[config.mk]
export PLATFORM = sky130hd
export DESIGN_NAME = int_div_recon
export DESIGN_NICKNAME = d
export VERILOG_FILES = /design/src/rtl/int_div_recon.sv
export SDC_FILE = /design/constraint.sdc
export NUM_CORES = 1
export LEC_CHECK = 0
export CAP_MARGIN = 20
export CORE_MARGIN = 3
export CORE_UTILIZATION = 40
export DETAILED_ROUTE_END_ITERATION = 6
export PLACE_DENSITY_LB_ADDON = 0.05
export SETUP_SLACK_MARGIN = 0.05
export SLEW_MARGIN = 5
export SYNTH_ARGS = -nofsm -noshare
export SYNTH_HDL_FRONTEND = slang
export SYNTH_SLANG_ARGS = --single-unit
[constraint.sdc]
create_clock -name clk -period 2.7 [get_ports clk]
set_input_delay 0.675 -clock clk [delete_from_list [all_inputs] [get_ports clk]]
set_output_delay 0.675 -clock clk [all_outputs]
set_load 0.005 [all_outputs]
[src/rtl/int_div_recon.sv]
// Rebuilds a 64-bit dividend from quotient, divisor and remainder: quo*div + mod (unsigned).
// Radix-2 shift-add multiply over W cycles, then one cycle to add the remainder.
module int_div_recon #(
  parameter int unsigned W     = 32,
  parameter int unsigned CNT_W = 5
) (
  input  logic           clk,
  input  logic           rst_n,
  input  logic           start,
  input  logic [W-1:0]   quo,
  input  logic [W-1:0]   div,
  input  logic [W-1:0]   mod,
  output logic           busy,
  output logic           done,
  output logic [2*W-1:0] dividend,
  output logic           mod_ok,
  output logic           div_zero
);

  typedef enum logic [1:0] {StIdle, StMul, StAdd, StDone} state_e;

  state_e           state_q;
  logic [CNT_W-1:0] cnt_q;
  logic [W-1:0]     div_q;
  logic [W-1:0]     mod_q;
  logic [2*W-1:0]   prod_q;
  logic [2*W-1:0]   prod_next;
  logic [W:0]       sum;

  // Upper half accumulates the divisor with a carry bit; the whole product shifts right each step.
  always_comb begin
    sum       = {1'b0, prod_q[2*W-1:W]} + {1'b0, div_q};
    prod_next = prod_q[0] ? {sum, prod_q[W-1:1]} : (prod_q >> 1);
  end

  always_ff @(posedge clk or negedge rst_n) begin
    if (!rst_n) begin
      state_q  <= StIdle;
      cnt_q    <= '0;
      div_q    <= '0;
      mod_q    <= '0;
      prod_q   <= '0;
      busy     <= 1'b0;
      done     <= 1'b0;
      dividend <= '0;
      mod_ok   <= 1'b0;
      div_zero <= 1'b0;
    end else begin
      unique case (state_q)
        StIdle: begin
          if (start) begin
            div_q    <= div;
            mod_q    <= mod;
            prod_q   <= {{W{1'b0}}, quo};
            cnt_q    <= '0;
            mod_ok   <= (mod < div);
            div_zero <= (div == '0);
            busy     <= 1'b1;
            state_q  <= StMul;
          end
        end
        StMul: begin
          prod_q <= prod_next;
          cnt_q  <= cnt_q + CNT_W'(1);
          if (cnt_q == CNT_W'(W - 1)) begin
            state_q <= StAdd;
          end
        end
        StAdd: begin
          dividend <= prod_q + {{W{1'b0}}, mod_q};
          done     <= 1'b1;
          busy     <= 1'b0;
          state_q  <= StDone;
        end
        StDone: begin
          done    <= 1'b0;
          state_q <= StIdle;
        end
        default: state_q <= StIdle;
      endcase
    end
  end

endmodule
Word level (Yosys, flattened, before mapping):

Index checks and enable logic that the tools add are counted.

* magnitude comparators: 1
* $add $sub $neg: 3
* equal/unequal tests: 6
* mux-type cells: 11
* reductions and logical operators: 9

Operators by type and width (number)
* 2-to-1 mux 64 bit: 2
* one-hot mux 64 bit (2 select lines): 1
* adder 64 x 32 -> 64 bit: 1
* adder 32 x 32 -> 33 bit: 1
* zero test 32 bit: 1
* less-than comparator 32 bit: 1
* one-hot mux 5 bit (2 select lines): 1
* one-hot mux 2 bit (4 select lines): 1
* AND reduction 2 bit: 4
* nonzero test 2 bit: 3
* adder 5 x 1 -> 5 bit (second input constant): 1
* equality test 5 bit (second input constant): 1
* 2-to-1 mux 5 bit: 1
* equality test 2 bit (second input constant): 2
* 2-to-1 mux 2 bit: 2
* inequality test 2 bit (second input constant): 2
* one-hot mux 1 bit (2 select lines): 2
* equality test 2 x 1 -> 1 bit (second input constant): 1
* zero test 2 bit: 1
* 2-to-1 mux 1 bit: 1

* output and inout port bits: 68
* flip-flop bits (word level): 203

Longest topological paths before layout:

* word-level depth: 3
* mapped depth: 12
* mapped depth without buffers: 12

Worst setup path before layout:

OpenSTA, ideal clock, no wires.

* path kind: register to register
* from: reg mod_q[0]
* to: reg dividend[32]
* clock period less this slack: 2.822 ns
* required time: 2.575 ns
* setup slack: -0.122 ns
* arrival: 2.697 ns
* stages on the path, launching flop included: 12
* path buffers: 1
* cell sequence: dfrtp_1 ha_1 fa_1 a21o_1 a221oi_2 nor4_2 o31ai_2 a21oi_2 a31oi_4 buf_6 xnor2_1 mux2_2

* longest elaborated chain between the ends: 1

RTL lines
* start: declaration: line 25 `logic [W-1:0] mod_q;`
* start signal: assignment: line 53 `mod_q <= mod;`
* adder 64 x 32 -> 64 bit: line 70 `dividend <= prod_q + {{W{1'b0}}, mod_q};`
* end signal: assignment: line 70
* end: declaration: line 15 `output logic [2*W-1:0] dividend,`

Every way passes these cells.
A chain may end at the register's enable or synchronous reset.

Final worst setup path:

* from: reg mod_q[1]
* to: reg dividend[41]

Same word-level chain as after synthesis.

==> summary.txt <==
STA
  • # setup viols final: 40
  • Actual slew at the worst max-slew pin: 0.630 ns
  • F_max: 343 MHz
  • Layout Skew: 0.0112 ns
  • RSZ-0062 raised after global routing: yes
  • Final worst slack: -0.217 ns
  • Slew Limit Headroom: 57.1%
  • Hold Fails Final Rpt: 0
  • Max-slew violations: 0
  • Period utilization: 108%
  • Final hold slack: 0.182 ns
  • Final worst path period need: 2.92 ns

Floorplan
  • Die area: 0.0345 mm2
  • DIE WIDTH: 186 um
  • Initial Utilization: 40.8%
  • Io pins: 167
  • Vert. Die Dim: 186 um
  • Row count: 65
  • Core ar.: 0.0317 mm2

Finish
  • Multi-input logic area: 0.00787 mm2
  • Ant. Diodes: 0
  • Area Overhead vs Synth: 38.1%
  • Fillers: 2883
  • Final net count: 1903
  • Register Area: 0.00508 mm2
  • Fin cells: 2120
  • Share of cells above drive strength 1: 22.9%

Setup path
  • R2R depth: 12
  • Reg-to-reg slack, setup: -0.22 ns
  • Reg-to-Reg Start: mod_q[1]
  • Setup crit end: dividend[41]
  • CP Class: flop to flop
  • Critical Path RT: 3.08 ns
  • Crit start category: flop
  • Arrival time at the worst endpoint: 3.30 ns
  • Maximum fanout along the worst path: 7
  • R2r endpoint: dividend[41]
  • Crit. End Element: flop
  • CP Launch Point: mod_q[1]

Clocking
  • Root Driver: clkbuf_16
  • Clock buffer depth: 3
  • Worst skew pair latency: 0.52 ns
  • Num CTS Buffers: 25
  • CTS Hold Bufs: 0
  • CTS tree: done
  • Worst-path clk slew: 0.06 ns
  • TritonCTS Sinks: 203
  • H-tree depth: 1

Synthesis
  • Syn_nets: 1583
  • Post-synth EDFFs: 0
  • Sequential-to-total area share from yosys stat: 39.3%
  • Commonest cells post-synth: 203 x dfrtp_1, 150 x nand2_1, 135 x o21ai_0
  • Post-synthesis cell type count: 75
  • Fraction of registers with async set/reset: 100%
  • Mapped Area: 0.0129 mm2
  • Cell with the most instances after synthesis: dfrtp_1
  • Yosys top cell by area: dfrtp_1
  • Dominant register cell in the synthesized netlist: dfrtp_1
  • Synth Register Bits: 203
  • Synth Warn #: 0
  • Synth top area share: 39.3%
  • Avg Cell Area, Syn: 9.37 um2
  • Area contributors post-synth: dfrtp_1 39%, ha_1 9.8%, o21ai_0 5.2%, mux2_2 5.0%, xnor2_1 4.5%
  • Synth Instances: 1381

Global routing
  • Antenna violations before repair: 2
  • Global Route Usage Sum: 20.7%
  • Global-route wire length before repair: 57600 um
  • Pin count of the biggest net entering global routing: 69
  • Vias in the first global route: 11200
  • GRT overflow: 0

Route
  • Drt via density: 5.25
  • DRT iter0 DRCs: 586
  • Vias: 11100
  • DR DRC count: 0
  • Drt pass-1 iters: 5
  • ANT nets after route: 0
  • Final WL: 36300 um
  • Routed len/inst: 17.1 um

Run status
  • Status: finished, violations left
  • Failing checks: negative setup slack

Placed design
  • Final HPWL DP: 27900 um
  • DP Worst Slack: -0.452 ns
  • IO buf count: 166
  • Placed insts: 2058
  • RePlAce Congestion: 0.879

Pwr
  • Power per cell area: 1320 mW/mm2
  • Tot Pwr: 0.0236 W
  • Leakage: 8.13 nW
  • Maximum vdd drop: 689 uV

Hold path
  • Class of the worst hold path: primary input to async pin

Run
  • Max-Cap Viols: 0
## layout by cell type, fill, tap and decap left out, types with 4 or more instances in the layout
| cell type | n |
|---|---|
| nand2b_1 | 12 |
| nand4_1 | 27 |
| o21bai_1 | 7 |
| xnor2_1 | 58 |
| nand3_1 | 27 |
| a21oi_2 | 13 |
| ha_4 | 6 |
| inv_1 | 49 |
| a31oi_1 | 8 |
| xor2_1 | 18 |
| mux2_2 | 53 |
| or3_1 | 4 |
| clkdlybuf4s50_1 | 165 |
| o21a_1 | 4 |
| nor3_1 | 7 |
| buf_6 | 7 |
| nor4_1 | 15 |
| nor3b_1 | 6 |
| o211ai_1 | 5 |
| mux2_4 | 5 |
| xnor2_2 | 8 |
| dfrtp_1 | 203 |
| and3_1 | 7 |
| ha_1 | 92 |
| clkbuf_16 | 25 |
| a21oi_1 | 91 |
| a31oi_4 | 4 |
| and3_2 | 4 |
| mux2i_1 | 41 |
| clkbuf_8 | 8 |
| nor2_1 | 82 |
| a21o_1 | 56 |
| o21ai_2 | 4 |
| buf_4 | 183 |
| buf_12 | 9 |
| nand2_1 | 148 |
| a22oi_1 | 17 |
| o21ai_0 | 129 |
| nor2b_1 | 10 |
| bufinv_16 | 6 |
## metal layers
metal  up-vias  GRT usage, %  share of wire [%]
met5         -             0              0.074
met4         4          5.72                2.8
met3        59          3.07                3.7
met2       212          35.1                 47
met1      5255          27.8                 46
li1       5610             -                  -
## flip-flops by register name (all words and copies together) (netlist names)
name / count
cnt_q: 5
done: 1
state_q: 2
div_zero: 1
busy: 1
dividend: 64
mod_ok: 1
prod_q: 64
div_q: 32
mod_q: 32
## cells by family (layout without fill, tap and decap cells)
| logic type | count (synthesis) | count (layout) | synth area share [%] |
|---|---|---|---|
| and+or+nand+nor | 380 | 380 | 13.9 |
| adders and majority gates | 103 | 103 | 10.1 |
| buffers and inverters | 121 | 458 | 3.97 |
| xor gates and xnor gates | 85 | 85 | 5.75 |
| muxes | 100 | 100 | 8.30 |
| DFF | 203 | 203 | 39.3 |
| AOI/OAI and AO/OA | 389 | 389 | 18.8 |
## cell type report
cell class / count / share of cell area (%)
timing repair buffer: 365 / 18.5
clock buffer: 33 / 4.06
tap: 402 / 2.81
sequential: 203 / 28.4
multi-input combinational: 1057 / 44.0
inverter: 49 / 1.03
clock inverter: 11 / 1.20
## metrics by stage
stage	util [%]	setup TNS [ns]	cell area, um2
after floorplan	-	-0.0271	13000
final	56.4	-4.60	17900
after global placement	51.4	-5.70	16300
after global routing	56.4	-10.85	17900
after detailed placement	51.4	-6.44	16300
after CTS	55.4	-4.28	17600
## where the power goes
part,internal (W),switching (W)
registers,0.00449,0.00103
clock network,0.00245,0.00132
logic,0.00727,0.00705
## worst max-delay path: stages (launching register included)
cell	delay, ns
dfrtp_1	0.42
ha_1	0.31
a21o_1	0.19
a21oi_2	0.18
buf_4	0.14
o211ai_1	0.12
o21a_1	0.25
a21o_2	0.23
a31oi_4	0.39
buf_6	0.23
nor4_2	0.06
xnor2_1	0.17
a21oi_1	0.09
## worst min-delay path by stage
stage,endpoint,cells after the start
after floorplan,busy,0
after global placement,div_q[18],2
after detailed placement,div_q[16],2
after CTS,dividend[36],1
after global routing,dividend[36],1
final,dividend[36],1
## timing repair
item,in CTS,in global routing
buffers inserted,10,15
gates resized for setup,49,51
setup endpoints to repair,54,61
pin swaps,46,49
Note: power is estimated with default switching activity, not from simulation.
